**src/rtl/regbank85.sv**
```systemverilog
// regbank85: 8085 register file (A, B, C, D, E, H, L, SP) with a byte write
// port, a registered byte read port and a pair port for BC/DE/HL/SP
// increment, decrement and load. DATASIZE is expected to be a multiple of 4.
module regbank85 #(
    parameter int DATASIZE = 8
) (
    input  logic                  clk_i,
    input  logic                  rst_ni,
    input  logic                  wr_enb_i,
    input  logic [2:0]            wr_sel_i,
    input  logic [DATASIZE-1:0]   wr_data_i,
    input  logic                  rd_enb_i,
    input  logic [2:0]            rd_sel_i,
    output logic [DATASIZE-1:0]   rd_data_o,
    output logic                  rd_valid_o,
    input  logic [1:0]            pair_sel_i,
    input  logic [1:0]            pair_op_i,
    input  logic [2*DATASIZE-1:0] pair_data_i,
    output logic [2*DATASIZE-1:0] pair_out_o,
    output logic                  pair_zero_o
);

    localparam int PW = 2 * DATASIZE;

    logic [DATASIZE-1:0] a_q, b_q, c_q, d_q, e_q, h_q, l_q;
    logic [DATASIZE-1:0] a_d, b_d, c_d, d_d, e_d, h_d, l_d;
    logic [PW-1:0]       sp_q, sp_d;
    logic [DATASIZE-1:0] rd_data_q, rd_data_d;
    logic                rd_valid_q, rd_valid_d;
    logic [PW-1:0]       pair_out_q, pair_out_d;
    logic                pair_zero_q, pair_zero_d;

    logic [PW-1:0]       pair_cur;
    logic [PW-1:0]       pair_res;
    logic                pair_busy;
    logic                wr_hit;

    // Next-state for storage, read port and pair port; a pair op on the
    // pair that owns the written byte suppresses that byte write.
    always_comb begin
        a_d = a_q;
        b_d = b_q;
        c_d = c_q;
        d_d = d_q;
        e_d = e_q;
        h_d = h_q;
        l_d = l_q;
        sp_d = sp_q;

        case (pair_sel_i)
            2'b00:   pair_cur = {b_q, c_q};
            2'b01:   pair_cur = {d_q, e_q};
            2'b10:   pair_cur = {h_q, l_q};
            default: pair_cur = sp_q;
        endcase

        case (pair_op_i)
            2'b01:   pair_res = pair_cur + PW'(1);
            2'b10:   pair_res = pair_cur - PW'(1);
            2'b11:   pair_res = pair_data_i;
            default: pair_res = pair_cur;
        endcase

        pair_busy = (pair_op_i != 2'b00);
        // Byte selects 00x/01x/10x map onto pairs BC/DE/HL; SP has no bytes.
        wr_hit = pair_busy && (pair_sel_i != 2'b11) && (wr_sel_i[2:1] == pair_sel_i);

        if (wr_enb_i && !wr_hit) begin
            case (wr_sel_i)
                3'b000:  b_d = wr_data_i;
                3'b001:  c_d = wr_data_i;
                3'b010:  d_d = wr_data_i;
                3'b011:  e_d = wr_data_i;
                3'b100:  h_d = wr_data_i;
                3'b101:  l_d = wr_data_i;
                3'b111:  a_d = wr_data_i;
                default: ;
            endcase
        end

        if (pair_busy) begin
            case (pair_sel_i)
                2'b00:   {b_d, c_d} = pair_res;
                2'b01:   {d_d, e_d} = pair_res;
                2'b10:   {h_d, l_d} = pair_res;
                default: sp_d = pair_res;
            endcase
        end

        case (pair_sel_i)
            2'b00:   pair_out_d = {b_d, c_d};
            2'b01:   pair_out_d = {d_d, e_d};
            2'b10:   pair_out_d = {h_d, l_d};
            default: pair_out_d = sp_d;
        endcase

        if ((pair_op_i == 2'b01) || (pair_op_i == 2'b10)) begin
            pair_zero_d = (pair_res == '0);
        end else begin
            pair_zero_d = pair_zero_q;
        end

        rd_valid_d = rd_enb_i;
        rd_data_d  = rd_data_q;
        if (rd_enb_i) begin
            case (rd_sel_i)
                3'b000:  rd_data_d = b_q;
                3'b001:  rd_data_d = c_q;
                3'b010:  rd_data_d = d_q;
                3'b011:  rd_data_d = e_q;
                3'b100:  rd_data_d = h_q;
                3'b101:  rd_data_d = l_q;
                3'b111:  rd_data_d = a_q;
                default: rd_data_d = '0;
            endcase
        end
    end

    // State and registered outputs; everything clears on reset.
    always_ff @(posedge clk_i or negedge rst_ni) begin
        if (!rst_ni) begin
            a_q         <= '0;
            b_q         <= '0;
            c_q         <= '0;
            d_q         <= '0;
            e_q         <= '0;
            h_q         <= '0;
            l_q         <= '0;
            sp_q        <= '0;
            rd_data_q   <= '0;
            rd_valid_q  <= 1'b0;
            pair_out_q  <= '0;
            pair_zero_q <= 1'b0;
        end else begin
            a_q         <= a_d;
            b_q         <= b_d;
            c_q         <= c_d;
            d_q         <= d_d;
            e_q         <= e_d;
            h_q         <= h_d;
            l_q         <= l_d;
            sp_q        <= sp_d;
            rd_data_q   <= rd_data_d;
            rd_valid_q  <= rd_valid_d;
            pair_out_q  <= pair_out_d;
            pair_zero_q <= pair_zero_d;
        end
    end

    assign rd_data_o   = rd_data_q;
    assign rd_valid_o  = rd_valid_q;
    assign pair_out_o  = pair_out_q;
    assign pair_zero_o = pair_zero_q;

endmodule

```
**config.mk**
```make
export PLATFORM = sky130hd
export DESIGN_NAME = regbank85
export DESIGN_NICKNAME = d
export VERILOG_FILES = /design/src/rtl/regbank85.sv
export SDC_FILE = /design/constraint.sdc
export NUM_CORES = 1
export LEC_CHECK = 0
export BUFFER_PORTS_ARGS = -buffer_cell sky130_fd_sc_hd__buf_4
export CAP_MARGIN = 20
export CELL_PAD_IN_SITES_DETAIL_PLACEMENT = 0
export CELL_PAD_IN_SITES_GLOBAL_PLACEMENT = 2
export CORE_MARGIN = 5
export CORE_UTILIZATION = 42
export DETAILED_ROUTE_END_ITERATION = 10
export PLACE_DENSITY = 0.92
export SKIP_LAST_GASP = 1
export SLEW_MARGIN = 20
export SYNTH_ARGS = -nofsm -noshare
export SYNTH_HDL_FRONTEND = slang
export SYNTH_SLANG_ARGS = --single-unit
export TNS_END_PERCENT = 10
```
**constraint.sdc**
```tcl
create_clock -name clk_i -period 6.7 [get_ports clk_i]
set_input_delay 1.005 -clock clk_i [delete_from_list [all_inputs] [get_ports clk_i]]
set_output_delay 1.005 -clock clk_i [all_outputs]
set_load 0.05 [all_outputs]
```
======== Word-level counts from Yosys, hierarchy flattened ========
Cells that the tools add are included.
word-level totals
  register bits ........................... 98
  logic and storage cells ................. 75
cells by class
  add/sub/neg operators ................... 2
  equal/unequal tests ..................... 19
  muxes and demuxes ....................... 30
  reduce and logical (&&, ||, !) cells .... 12
operators with widths
  cell                   count
  $mux 8                 24
  $pmux 16 s3            3
  $pmux 8 s7             1
  $mux 16                2
  $eq 3x3->1 const B     6
  $add 16x1->16 const B  1
  $logic_not 16->1       1
  $sub 16x1->16 const B  1
  $eq 3x2->1 const B     4
  $eq 2x2->1 const B     3
  $eq 3x1->1 const B     2
  $logic_not 3->1        2
  $eq 2x1->1 const B     2
  $logic_and 1x1->1      3
  $reduce_or 3->1        1
  $eq 2x2->1             1
  $logic_not 2->1        1
  $ne 2x2->1 const B     1
  $reduce_and 2->1       1
  $reduce_bool 2->1      1
  $logic_not 1->1        1
  $logic_or 1x1->1       1

======== Logic depth before layout (Yosys ltp) ========
Gate-level depths: netlist of run 1.
  depth after elaboration ................. 9
  gate-level depth with buffers ........... 14
  depth with buffers taken out ............ 11

======== Worst setup path before layout of run 1 ========
No wires, ideal clock.
  path type ............................... input-to-reg
  start point ............................. in pair_sel_i[0]
  end point ............................... reg pair_out_q[10], in the netlist pair_out_o[10]
  library setup time ...................... 138 ps
  arrival ................................. 4525 ps
  data required time ...................... 6562 ps
  slack ................................... 2037 ps
  stages on the path ...................... 13
  cell sequence ........................... buf_6 buf_2 buf_2 mux4_2 fa_1 a211oi_2 nor3_1 o21a_1 o21ai_1 or3b_1 a32oi_2 o21ai_0 mux4_2
between the ends
  cells in the longest elaborated chain, start to end .. 9
  elaborated cells on any way between the ends .. 26
  classes of those cells .................. 2 x add/sub; 4 x eq/ne; 14 x mux; 6 x reduce/logical
ends and longest elaborated chain
  element                                                line  RTL
  start: declaration                                     16    input logic [1:0] pair_sel_i,
  branches (longest 7 deep; another with $sub 16x1->16)  -
  $mux 8 (*)                                             81    if (pair_busy) begin
  net h_d[2]                                             26    logic [DATASIZE-1:0] a_d, b_d, c_d, d_d, e_d, h_d, l_d;
  $pmux 16 s3 (*)                                        90    case (pair_sel_i)
  net pair_out_d[10]                                     30    logic [PW-1:0] pair_out_q, pair_out_d;
  end signal: assignment                                 145   pair_out_q <= pair_out_d;
  end: declaration                                       30
Mark *: on every way through the listed nets, which the timed path passes.
A chain may end at the register's enable or synchronous reset.

======== Worst setup path after layout of run 1 ========
  start point ............................. in pair_sel_i[0]
  end point ............................... reg sp_q[14]
between the ends
  cells in the longest elaborated chain, start to end .. 6
  elaborated cells on any way between the ends .. 10
  classes of those cells .................. 2 x add/sub; 2 x eq/ne; 4 x mux; 2 x reduce/logical
ends and longest elaborated chain
  element                                                line    RTL
  $eq 2x2->1 (tied with other cells)                     50, 82
  $pmux 16 s3                                            50      case (pair_sel_i)
  $sub 16x1->16 / $add 16x1->16 (equally long branches)  59, 58
  $pmux 16 s3                                            57      case (pair_op_i)
  $mux 16 (*)                                            82      case (pair_sel_i)
  $mux 16 (*)                                            81
  net sp_d[14]                                           27      logic [PW-1:0] sp_q, sp_d;
  end signal: assignment                                 142     sp_q <= sp_d;
  end: declaration                                       27
Mark *: on every way through the listed nets, which the timed path passes. The rest lies on a longest branch.

==> reports/results.ini, run 1 <==
[clocking]
post_cts.resized_instances = 0
clk_latency_ps = 360
cts_hold_repair.buffers = 0
cts_tree = done
clk_pin_slew_ps = 70
cts_made_buffers = 9
cts_num_sinks = 98
cts-root-buf = sky130_fd_sc_hd__clkbuf_16
htree_num_levels = 3
cts_buffer_depth = 2
cts_setup_buffers = 0

[route]
drt-initial-drc-count = 597
detail_route.drc_violations = 0
post_drt_via_cell_ratio = 6.17
route.vias.total = 5676
wl_microns = 20900
avgRoutedWirePerCell_microns = 22.7
first_pass_iters = 5
drtAntennaViolNets = 0

[logic_synthesis]
share_of_synthesized_cell_area_in_full_adder_half_adder_and_majority_cells_pct = 3.53
synth_xor_area_share_pct = 0.912
post_synth_most_frequent_cells = 98 x sky130_fd_sc_hd__dfrtp_1, 92 x sky130_fd_sc_hd__nand2_1, 63 x sky130_fd_sc_hd__o21ai_0, 41 x sky130_fd_sc_hd__mux2i_1, 38 x sky130_fd_sc_hd__a21oi_1
edff_count_synth = 0
synth_top_family_by_area = multiplexers
synthDominantAreaCellType = sky130_fd_sc_hd__dfrtp_1
seq_area_frac_synth_pct = 37.2
synth_area_per_cell_sq_um = 9.84
synth.top_cells.by_area = sky130_fd_sc_hd__dfrtp_1 37%, sky130_fd_sc_hd__mux4_2 10%, sky130_fd_sc_hd__mux2i_1 6.2%
synth_simple_gate_area_share_pct = 12.9
yosysWarningCount = 0
synth_compound_gate_area_share_pct = 19.1
yosysUniqueCellTypes = 71
synth_cells = 669
postSynthRegisterBits = 98
synth_most_common_cell = sky130_fd_sc_hd__dfrtp_1
ys_async_sr_fraction_pct = 100
most_used_flip_flop_cell_after_synthesis = sky130_fd_sc_hd__dfrtp_1
muxShareOfSynthArea_pct = 22.2
syn_nets = 725
post-synth-top-area-fraction_pct = 37.2
post_synth_instance_area_sq_um = 6590

[global_routing]
grt_max_degree = 56
global_route.usage.total_pct = 23.6
first_global_vias = 5632
globalRoute.totalOverflow = 0
wire_length_of_the_first_global_routing_pass_microns = 33000
antenna_violations_before_repair = 0

[layout]
fin_area_sq_um = 7510
regArea_sq_um = 2450
post_route_cells_drive_above_1_share_pct = 22.4
layout.filler_cells = 1443
area_delta_synth_final_pct = 14.1
multi_input_comb_area_sq_um = 3870
design.final.nets = 760
antenna_fix_cells = 0

[floorplan]
die_w_microns = 135
design.die.area_sq_um = 18300
initial_core_util_pct = 43.0
boundaryPins = 64
coreArea_sq_um = 15300
placementRows = 45
die_h_microns = 135

[pwr]
irDropWorstVdd_v = 0.000162
sw_frac_of_total_pct = 40.9
combPwrFrac_pct = 44.5
power.leakage_uw = 0.00333
p_clk_share_pct = 21.4
power.net_switching_uw = 1080
p_seq_share_pct = 34.1
power_density_nw_per_um2 = 353
p_int_uw = 1570

[placed_design]
gp_routability_congestion = 0.880
pre_cts_ws_ps = 1790
port_buffer_count = 63
place_hpwl_microns = 15100
postPlaceCellArea_sq_um = 7190

[timing]
final-setup-viol-count = 0
worst_hold_slack_ps = 507
finalCritPeriodShare_pct = 68.4
grt_setup_unrepaired = no
worst-slew-pin-transition_ps = 1070
finalHoldViolCount = 0
fin_skew_ps = 9.68
slew_headroom_pct = 28.5
fin_setup_tns_ps = 0
post-route-worst-setup-slack_ps = 2120
timing_max_transition_violations_final = 0
max_freq_mhz = 218
period_needed_ps = 4580

[critical_path]
critical_path_endpoint_category = flop
timing.critical_path.required_ps = 6890
cpMostUsedCell = sky130_fd_sc_hd__o21ai_0
cells_along_the_critical_path = buf_4 -> mux4_2 -> fa_1 -> a211oi_2 -> nor3_1 -> o21a_1 -> o31ai_1 -> o21ai_0 -> xnor2_1 -> a22oi_1 -> o21ai_0
cp_startpoint_kind = input port
cp.arrival_ps = 4770
worst_r2r_endpoint = sp_q[14]$_DFF_PN0_
slowest_stage = sky130_fd_sc_hd__mux4_2
r2r_depth = 10
critical-path-max-stage-delay_ps = 680
reg2reg_setup_slack_ps = 2880
path_class = input port to flop
worstReg2RegStart = c_q[0]$_DFF_PN0_
maximum_fanout_count_along_the_critical_path = 34

[hold_path]
timing.hold.worst.start = a_q[5]$_DFFE_PN0P_
holdPathEnd = a_q[5]$_DFFE_PN0P_
timing.hold.worst_path_depth = 1
timing.hold.worst.class = flop to flop

[run]
max-cap-violations = 0

[run_status]
outcome = complete, no violations

-- area by class of cell --
cell class	count	share of cell area [%]
Clock buffer	10	3.05
Clock inverter	6	1.20
Inverter	23	1.15
Multi-Input combinational cell	503	51.5
Sequential cell	98	32.7
Tap cell	211	3.51
Timing Repair Buffer	69	6.90
-- cells in the final DEF, fill, tap and decap left out, types with 5 or more instances in the layout --
cell type	netlist	layout
sky130_fd_sc_hd__a21o_1	5	5
sky130_fd_sc_hd__a21oi_1	38	38
sky130_fd_sc_hd__a31oi_1	6	6
sky130_fd_sc_hd__and3_1	10	10
sky130_fd_sc_hd__buf_4	0	69
sky130_fd_sc_hd__clkbuf_16	0	9
sky130_fd_sc_hd__dfrtp_1	98	98
sky130_fd_sc_hd__ha_1	17	17
sky130_fd_sc_hd__inv_1	21	21
sky130_fd_sc_hd__mux2_2	29	29
sky130_fd_sc_hd__mux2i_1	41	41
sky130_fd_sc_hd__mux4_2	30	30
sky130_fd_sc_hd__nand2_1	92	92
sky130_fd_sc_hd__nand3_1	14	14
sky130_fd_sc_hd__nor2_1	34	34
sky130_fd_sc_hd__nor3_1	9	8
sky130_fd_sc_hd__o211ai_1	7	7
sky130_fd_sc_hd__o21ai_0	63	63
sky130_fd_sc_hd__o22ai_1	14	14
sky130_fd_sc_hd__or4_1	5	5
-- logic make-up (layout without fill, tap and decap cells) --
family,after synthesis,count (layout)
xor gates and xnor gates,6,6
DFF,98,98
buffers and inverters,68,108
AOI/OAI and AO/OA,191,191
adders and majority gates,18,18
muxes,102,102
and+or+nand+nor,186,186
-- registers in the layout, summed over array words and instances, names as in the netlist --
| register | cells |
|---|---|
| e_q | 8 |
| b_q | 8 |
| c_q | 8 |
| sp_q | 16 |
| rd_data_o | 8 |
| a_q | 8 |
| pair_out_o | 16 |
| rd_valid_o | 1 |
| h_q | 8 |
| pair_zero_o | 1 |
| l_q | 8 |
| d_q | 8 |
-- power groups by stage --
stage / Clock, uW / Combinational [uW] / Sequential (uW)
floorplan: 0 / 702 / 1010
global placement: 0 / 1150 / 904
detailed placement: 0 / 1160 / 909
CTS: 571 / 1170 / 900
global route: 598 / 1270 / 921
finish: 567 / 1180 / 903
-- worst max-delay path by stage --
stage	from	cells after the start	slack, ps	endpoint
final	pair_sel_i[0]	11	2120	sp_q[14]$_DFF_PN0_
after detailed placement	pair_sel_i[0]	11	1790	pair_out_o[10]$_DFF_PN0_
after CTS	pair_sel_i[0]	11	2170	pair_out_o[10]$_DFF_PN0_
after floorplan	pair_sel_i[0]	13	2040	pair_out_o[10]$_DFF_PN0_
after global routing	pair_sel_i[0]	11	1820	sp_q[14]$_DFF_PN0_
after global placement	pair_sel_i[0]	11	1870	pair_out_o[10]$_DFF_PN0_
-- metrics by stage --
step | utilization, % | cells | total power (uW)
after CTS | 49.0 | 920 | 2640
final | 49.0 | 920 | 2650
after floorplan | - | 669 | 1710
after detailed placement | 47.0 | 904 | 2070
after global placement | 47.0 | 904 | 2060
after global routing | 49.0 | 920 | 2790
-- per-layer routing --
| metal | share of wire, % | vias to the layer above | GRT usage (%) |
|---|---|---|---|
| met5 | 0 | - | 0 |
| met4 | 2.8 | 0 | 7.67 |
| met3 | 6.9 | 39 | 4.42 |
| met2 | 47 | 250 | 36.2 |
| met1 | 44 | 2823 | 34.0 |
| li1 | - | 2564 | - |
-- worst max-delay path, delay by kind of cell --
family / cells / cell delay [ps]
compound gates: 6 / 1880
xor+xnor: 1 / 160
fa+ha+maj: 1 / 520
buf+inv: 1 / 410
mux: 1 / 680
simple gates: 1 / 100
(Power assumes the default switching activity.)
==> run 2, diff against run 1 <==
Settings changed: ABC_AREA set to 1, CORE_UTILIZATION 42 to 35, PLACE_DENSITY 0.92 to 0.86.
Clock period 6.7 ns to 4.3 ns, I/O delays scaled along.
==> reports/results.ini, run 2 <==
[floorplan]
initial_core_util_pct = 35.8  ; was 43.0%
die_w_microns = 149  ; was 135 microns
die_h_microns = 149  ; was 135 microns
boundaryPins = 64  ; unchanged
design.die.area_sq_um = 22200  ; was 18300 sq um
coreArea_sq_um = 18900  ; was 15300 sq um
placementRows = 50  ; was 45

[logic_synthesis]
post-synth-top-area-fraction_pct = 36.2  ; was 37.2%
synth.top_cells.by_area = sky130_fd_sc_hd__dfrtp_1 36%, sky130_fd_sc_hd__nand2_1 13%, sky130_fd_sc_hd__inv_1 7.0%  ; was sky130_fd_sc_hd__dfrtp_1 37%, sky130_fd_sc_hd__mux4_2 10%, sky130_fd_sc_hd__mux2i_1 6.2%
post_synth_most_frequent_cells = 231 x sky130_fd_sc_hd__nand2_1, 127 x sky130_fd_sc_hd__inv_1, 98 x sky130_fd_sc_hd__dfrtp_1, 69 x sky130_fd_sc_hd__o21ai_0, 56 x sky130_fd_sc_hd__nor2_1  ; was 98 x sky130_fd_sc_hd__dfrtp_1, 92 x sky130_fd_sc_hd__nand2_1, 63 x sky130_fd_sc_hd__o21ai_0, 41 x sky130_fd_sc_hd__mux2i_1, 38 x sky130_fd_sc_hd__a21oi_1
yosysWarningCount = 0  ; unchanged
synth_most_common_cell = sky130_fd_sc_hd__nand2_1  ; was sky130_fd_sc_hd__dfrtp_1
synth_area_per_cell_sq_um = 7.24  ; was 9.84 sq um
post_synth_instance_area_sq_um = 6770  ; was 6590 sq um
syn_nets = 990  ; was 725
synthDominantAreaCellType = sky130_fd_sc_hd__dfrtp_1  ; unchanged
synth_cells = 934  ; was 669
edff_count_synth = 0  ; unchanged
ys_async_sr_fraction_pct = 100  ; unchanged
postSynthRegisterBits = 98  ; unchanged
yosysUniqueCellTypes = 48  ; was 71
most_used_flip_flop_cell_after_synthesis = sky130_fd_sc_hd__dfrtp_1  ; unchanged
seq_area_frac_synth_pct = 36.2  ; was 37.2%

[route]
post_drt_via_cell_ratio = 5.35  ; was 6.17
route.vias.total = 6771  ; was 5676
wl_microns = 25600  ; was 20900 microns
first_pass_iters = 7  ; was 5
detail_route.drc_violations = 0  ; unchanged
drt-initial-drc-count = 598  ; was 597
drtAntennaViolNets = 0  ; unchanged
avgRoutedWirePerCell_microns = 20.3  ; was 22.7 microns

[pwr]
irDropWorstVdd_v = 0.000172  ; was 0.000162 V
power_density_nw_per_um2 = 462  ; was 353 nW/um^2
power_uw = 3650  ; was 2650 uW
power.leakage_uw = 0.00396  ; was 0.00333 uW

[timing]
slew_headroom_pct = 37.8  ; was 28.5%
timing_max_transition_violations_final = 0  ; unchanged
worst_hold_slack_ps = 363  ; was 507 ps
worst-slew-pin-transition_ps = 923  ; was 1070 ps
period_needed_ps = 3770
fin_setup_tns_ps = 0  ; unchanged
finalHoldViolCount = 0  ; unchanged
max_freq_mhz = 265
final-setup-viol-count = 0  ; unchanged
fin_skew_ps = 10.9  ; was 9.68 ps
finalCritPeriodShare_pct = 87.8
grt_setup_unrepaired = no  ; unchanged

[layout]
layout.filler_cells = 2024  ; was 1443
layout_common_cells = 231 x sky130_fd_sc_hd__nand2_1, 127 x sky130_fd_sc_hd__inv_1, 98 x sky130_fd_sc_hd__dfrtp_1  ; was 98 x sky130_fd_sc_hd__dfrtp_1, 92 x sky130_fd_sc_hd__nand2_1, 69 x sky130_fd_sc_hd__buf_4
post_route_cells_drive_above_1_share_pct = 16.1  ; was 22.4%
layout.cells.most_common = sky130_fd_sc_hd__nand2_1  ; was sky130_fd_sc_hd__dfrtp_1
area_delta_synth_final_pct = 16.8  ; was 14.1%
design.final.nets = 1057  ; was 760
antenna_fix_cells = 0  ; unchanged

[critical_path]
maximum_fanout_count_along_the_critical_path = 27  ; was 34
cpMostUsedCell = sky130_fd_sc_hd__nand2_1  ; was sky130_fd_sc_hd__o21ai_0
critical-path-max-stage-delay_ps = 380  ; was 680 ps
critical_path_endpoint_category = flop  ; unchanged
cp_startpoint_kind = input port  ; unchanged
cells_along_the_critical_path = buf_4 -> nand2_2 -> buf_4 -> o21ai_0 -> inv_1 -> ha_1 -> nand2_1 -> nand2_1 -> nand2_1 -> nand2_1 -> inv_1 -> o21ai_0 -> nand3_1 -> nand2_1 -> nand2_1 -> nand3_1 -> nand2_1 -> o21a_1 -> nand2_1 -> nand4_1  ; was buf_4 -> mux4_2 -> fa_1 -> a211oi_2 -> nor3_1 -> o21a_1 -> o31ai_1 -> o21ai_0 -> xnor2_1 -> a22oi_1 -> o21ai_0
timing.critical_path.required_ps = 4510  ; was 6890 ps
cp.arrival_ps = 3990  ; was 4770 ps
slowest_stage = sky130_fd_sc_hd__ha_1  ; was sky130_fd_sc_hd__mux4_2
crit_family = simple AND/OR/NAND/NOR gates  ; was compound AO/OA/AOI/OAI gates
reg2reg_setup_slack_ps = 990  ; was 2880 ps
path_class = input port to flop  ; unchanged
critical_path.n_buffers_inverters = 4  ; was 1

[clocking]
clk_latency_ps = 360  ; about the same
clk_pin_slew_ps = 70  ; about the same
cts_made_buffers = 9  ; unchanged
cts_buffer_depth = 2  ; unchanged
cts_num_sinks = 98  ; unchanged
htree_num_levels = 3  ; unchanged
cts_tree = done  ; unchanged
post_cts.resized_instances = 0  ; unchanged
cts_hold_repair.buffers = 0  ; unchanged
cts-root-buf = sky130_fd_sc_hd__clkbuf_16  ; unchanged
cts_setup_buffers = 0  ; unchanged

[run]
max-cap-violations = 0  ; unchanged

[run_status]
outcome = complete, no violations  ; unchanged

[placed_design]
gp_routability_congestion = 0.937  ; was 0.880
port_buffer_count = 63  ; unchanged
place_hpwl_microns = 19500  ; was 15100 microns

[global_routing]
first_global_vias = 6511  ; was 5632
wire_length_of_the_first_global_routing_pass_microns = 39400  ; was 33000 microns
global_route.usage.total_pct = 23.3  ; was 23.6%
antenna_violations_before_repair = 0  ; unchanged
grt_max_degree = 58  ; was 56
globalRoute.totalOverflow = 0  ; unchanged

[hold_path]
timing.hold.worst.class = input port to async pin  ; was flop to flop

run 2: cell types whose count changed after synthesis, moves of 22 or more:
cell                       change
sky130_fd_sc_hd__inv_1       +106
sky130_fd_sc_hd__mux2i_1      -37
sky130_fd_sc_hd__mux4_2       -30
sky130_fd_sc_hd__nand2_1     +139
sky130_fd_sc_hd__nand3_1      +29
sky130_fd_sc_hd__nor2_1       +22
sky130_fd_sc_hd__o211ai_1     +35
sky130_fd_sc_hd__o21ai_1      +25
run 2: logic make-up after synthesis:
logic type               after synthesis  synth area share [%]
AO/OA/AOI/OAI                        243                  22.3
buffers and inverters                180                  11.1
flip-flops                            98                  36.2
AND/OR/NAND/NOR                      383                  25.0
adder cells (fa/ha/maj)               18                  3.44
multiplexers                          12                  1.92
run 2: worst reg2reg max path: cells and delay by family, from the launching register on:
| kind | cells | cell delay, ps |
|---|---|---|
| simple gates | 13 | 1510 |
| fa+ha+maj | 1 | 440 |
| flops | 1 | 410 |
| buf+inv | 1 | 110 |
| compound gates | 3 | 800 |
run 2: metal layers:
metal	vias up	GRT usage [%]	part of all wire [%]
met5	-	0	0
met4	0	6.91	2.3
met3	37	3.86	7.2
met2	297	35.8	44
met1	3174	33.8	46
li1	3263	-	-
run 2: power breakdown:
| part | switching [uW] | internal (uW) | leakage [uW] | total [uW] |
|---|---|---|---|---|
| Sequential | 156 | 1140 | 0.00118 | 1290 |
| Clock | 372 | 540 | 0.000156 | 912 |
| Combinational | 977 | 473 | 0.00263 | 1450 |
| Total | 1500 | 2150 | 0.00396 | 3650 |
run 2: stage by stage:
step	area, sq um	instances	setup slack, ps	utilization (%)
4_1_cts	7900	1264	546	41.8
3_3_place_gp	7580	1249	171	40.1
2_1_floorplan	6770	934	1220	-
6_report	7910	1265	526	41.8
3_5_place_dp	7580	1249	183	40.1
5_1_grt	7910	1265	185	41.8
run 2: cell type report:
cell class	instances	area [sq um]	area share, %
multi-input cells	656	3570	45.1
flip-flops and latches	98	2450	31.0
repair buffers	92	701	8.86
inverters	144	541	6.84
well taps	260	325	4.11
clock buffers	13	260	3.29
clock inverters	2	60.1	0.760
run 2: path summary, 6_finish.rpt:
check | from | endpoint | cells past startpoint
max | pair_sel_i[1] | pair_out_o[14]$_DFF_PN0_ | 20
min | rst_ni | sp_q[4]$_DFF_PN0_ | 1
max reg2reg | e_q[0]$_DFF_PN0_ | pair_zero_o$_DFFE_PN0P_ | 18
min reg2reg | sp_q[2]$_DFF_PN0_ | sp_q[2]$_DFF_PN0_ | 2
max in group asynchronous | rst_ni | sp_q[12]$_DFF_PN0_ | 2
min in group clk_i | sp_q[2]$_DFF_PN0_ | sp_q[2]$_DFF_PN0_ | 2
==> run 3, diff against run 2 <==
Settings changed: CORE_ASPECT_RATIO set to 1.2.
==> reports/results.ini, run 3 (same netlist as run 2, synthesis figures left out) <==
[route]
post_drt_via_cell_ratio = 5.36  ; was 5.35
topRoutingLayerUsed = met4  ; unchanged
route.vias.total = 6730  ; was 6771
detail_route.drc_violations = 0  ; unchanged
wl_microns = 25400  ; was 25600 microns
avgRoutedWirePerCell_microns = 20.3  ; about the same
met3RoutedLength_microns = 1350  ; was 1860 microns
drtAntennaViolNets = 0  ; unchanged
wl_met2_microns = 12300  ; was 11300 microns
drt-initial-drc-count = 577  ; was 598
met1_length_microns = 11000  ; was 11900 microns
first_pass_iters = 7  ; unchanged

[layout]
post_route_cells_drive_above_1_share_pct = 15.6  ; was 16.1%
layout.filler_cells = 2036  ; was 2024
fin_area_sq_um = 7830  ; was 7910 sq um
area_delta_synth_final_pct = 15.8  ; was 16.8%
antenna_fix_cells = 0  ; unchanged
design.final.nets = 1050  ; was 1057
layout.cells.most_common = sky130_fd_sc_hd__nand2_1  ; unchanged
final_core_util_pct = 41.4  ; was 41.8%
layout_common_cells = 231 x sky130_fd_sc_hd__nand2_1, 127 x sky130_fd_sc_hd__inv_1, 98 x sky130_fd_sc_hd__dfrtp_1  ; unchanged

[floorplan]
initial_core_util_pct = 35.8  ; about the same
design.die.area_sq_um = 22200  ; about the same
coreArea_sq_um = 18900  ; about the same
die_w_microns = 137  ; was 149 microns
boundaryPins = 64  ; unchanged
placementRows = 55  ; was 50
die_h_microns = 162  ; was 149 microns

[timing]
max_freq_mhz = 278  ; was 265 MHz
timing_max_transition_violations_final = 0  ; unchanged
slew_headroom_pct = 23.1  ; was 37.8%
final-setup-viol-count = 0  ; unchanged
grt_setup_unrepaired = no  ; unchanged
period_needed_ps = 3590  ; was 3770 ps
fin_skew_ps = 9.79  ; was 10.9 ps
finalHoldViolCount = 0  ; unchanged
post-route-worst-setup-slack_ps = 706  ; was 526 ps
finalCritPeriodShare_pct = 83.6  ; was 87.8%
worst-slew-pin-transition_ps = 1140  ; was 923 ps
fin_setup_tns_ps = 0  ; unchanged

[critical_path]
reg2reg_setup_slack_ps = 1070  ; was 990 ps
cp_startpoint_kind = input port  ; unchanged
timing.critical_path.required_ps = 4520  ; was 4510 ps
critical_path_endpoint_category = flop  ; unchanged
cp.arrival_ps = 3810  ; was 3990 ps
path_class = input port to flop  ; unchanged
maximum_fanout_count_along_the_critical_path = 24  ; was 27

[global_routing]
globalRoute.totalOverflow = 0  ; unchanged
global_route.usage.total_pct = 23.1  ; was 23.3%
first_global_vias = 6556  ; was 6511
antenna_violations_before_repair = 0  ; unchanged
grt_max_degree = 61  ; was 58
wire_length_of_the_first_global_routing_pass_microns = 38700  ; was 39400 microns

[clocking]
htree_num_levels = 3  ; unchanged
cts_hold_repair.buffers = 0  ; unchanged
cts_buffer_depth = 2  ; unchanged
clk_pin_slew_ps = 70  ; about the same
cts_setup_buffers = 0  ; unchanged
post_cts.resized_instances = 0  ; unchanged
cts_made_buffers = 9  ; unchanged
cts_tree = done  ; unchanged
clk_latency_ps = 350  ; was 360 ps
cts_num_sinks = 98  ; unchanged
cts-root-buf = sky130_fd_sc_hd__clkbuf_16  ; unchanged

[pwr]
power_density_nw_per_um2 = 460  ; was 462 nW/um^2
irDropWorstVdd_v = 0.000192  ; was 0.000172 V
power.leakage_uw = 0.00393  ; was 0.00396 uW

[run_status]
outcome = complete, no violations  ; unchanged

[placed_design]
place_hpwl_microns = 19800  ; was 19500 microns
gp_routability_congestion = 0.907  ; was 0.937
pre_cts_ws_ps = 410  ; was 183 ps
postPlaceCellArea_sq_um = 7510  ; was 7580 sq um
port_buffer_count = 63  ; unchanged

[run]
max-cap-violations = 0  ; unchanged

[hold_path]
timing.hold.worst.class = input port to async pin  ; unchanged

run 3: cell types whose count changed in the layout (fill, tap and decap cells not counted), sizes merged:
cell    before  now
buf         91   85
clkbuf      14   10
clkinv       2    6
run 3: area by class of cell:
cell class                      instances  area (sq um)  share of cell area [%]
Clock buffer                           10           229                    2.92
Tap cell                              256           320                    4.09
Inverter                              144           541                    6.90
Sequential cell                        98          2450                    31.3
Clock inverter                          6          91.3                    1.17
Timing Repair Buffer                   85           638                    8.15
Multi-Input combinational cell        656          3560                    45.5
run 3: path summary, 6_finish.rpt:
kind | start | end | cells past startpoint
worst max-delay path | pair_sel_i[1] | pair_out_o[14]$_DFF_PN0_ | 19
worst min-delay path | rst_ni | sp_q[0]$_DFF_PN0_ | 1
worst max register to register | e_q[0]$_DFF_PN0_ | pair_zero_o$_DFFE_PN0P_ | 16
worst min register to register | sp_q[12]$_DFF_PN0_ | sp_q[12]$_DFF_PN0_ | 2
max in group asynchronous | rst_ni | l_q[5]$_DFF_PN0_ | 2
min in group clk_i | sp_q[12]$_DFF_PN0_ | sp_q[12]$_DFF_PN0_ | 2
run 3: worst max-delay path, stage by stage:
cell,delay [ps]
sky130_fd_sc_hd__buf_4,190
sky130_fd_sc_hd__inv_2,240
sky130_fd_sc_hd__nand2_2,150
sky130_fd_sc_hd__buf_4,210
sky130_fd_sc_hd__o221ai_1,310
sky130_fd_sc_hd__o21ai_0,290
sky130_fd_sc_hd__inv_1,120
sky130_fd_sc_hd__ha_1,200
sky130_fd_sc_hd__inv_1,90
sky130_fd_sc_hd__nor3_1,330
sky130_fd_sc_hd__nand3_1,190
sky130_fd_sc_hd__nand2_1,100
sky130_fd_sc_hd__nand2_1,50
sky130_fd_sc_hd__nand3_1,60
sky130_fd_sc_hd__nand2_1,180
sky130_fd_sc_hd__inv_1,120
sky130_fd_sc_hd__nand2_1,80
sky130_fd_sc_hd__nand3_1,100
sky130_fd_sc_hd__nand4_1,120
run 3: per-layer routing:
metal,track usage (%),vias up
li1,-,3243
met1,30.8,3218
met2,38.6,230
met3,2.94,39
met4,7.53,0
met5,0,-
run 3: where the power goes:
group	switching, uW	internal (uW)	total [uW]
Clock	377	513	890
Sequential	158	1140	1290
Combinational	961	457	1420
run 3: metrics by stage:
step / hold WS (ps) / total power, uW / cells
detailed placement: 459 / 2720 / 1239
CTS: 422 / 3610 / 1255
global route: 457 / 3810 / 1255
finish: 381 / 3600 / 1255
floorplan: 349 / 2220 / 934
global placement: 456 / 2720 / 1239
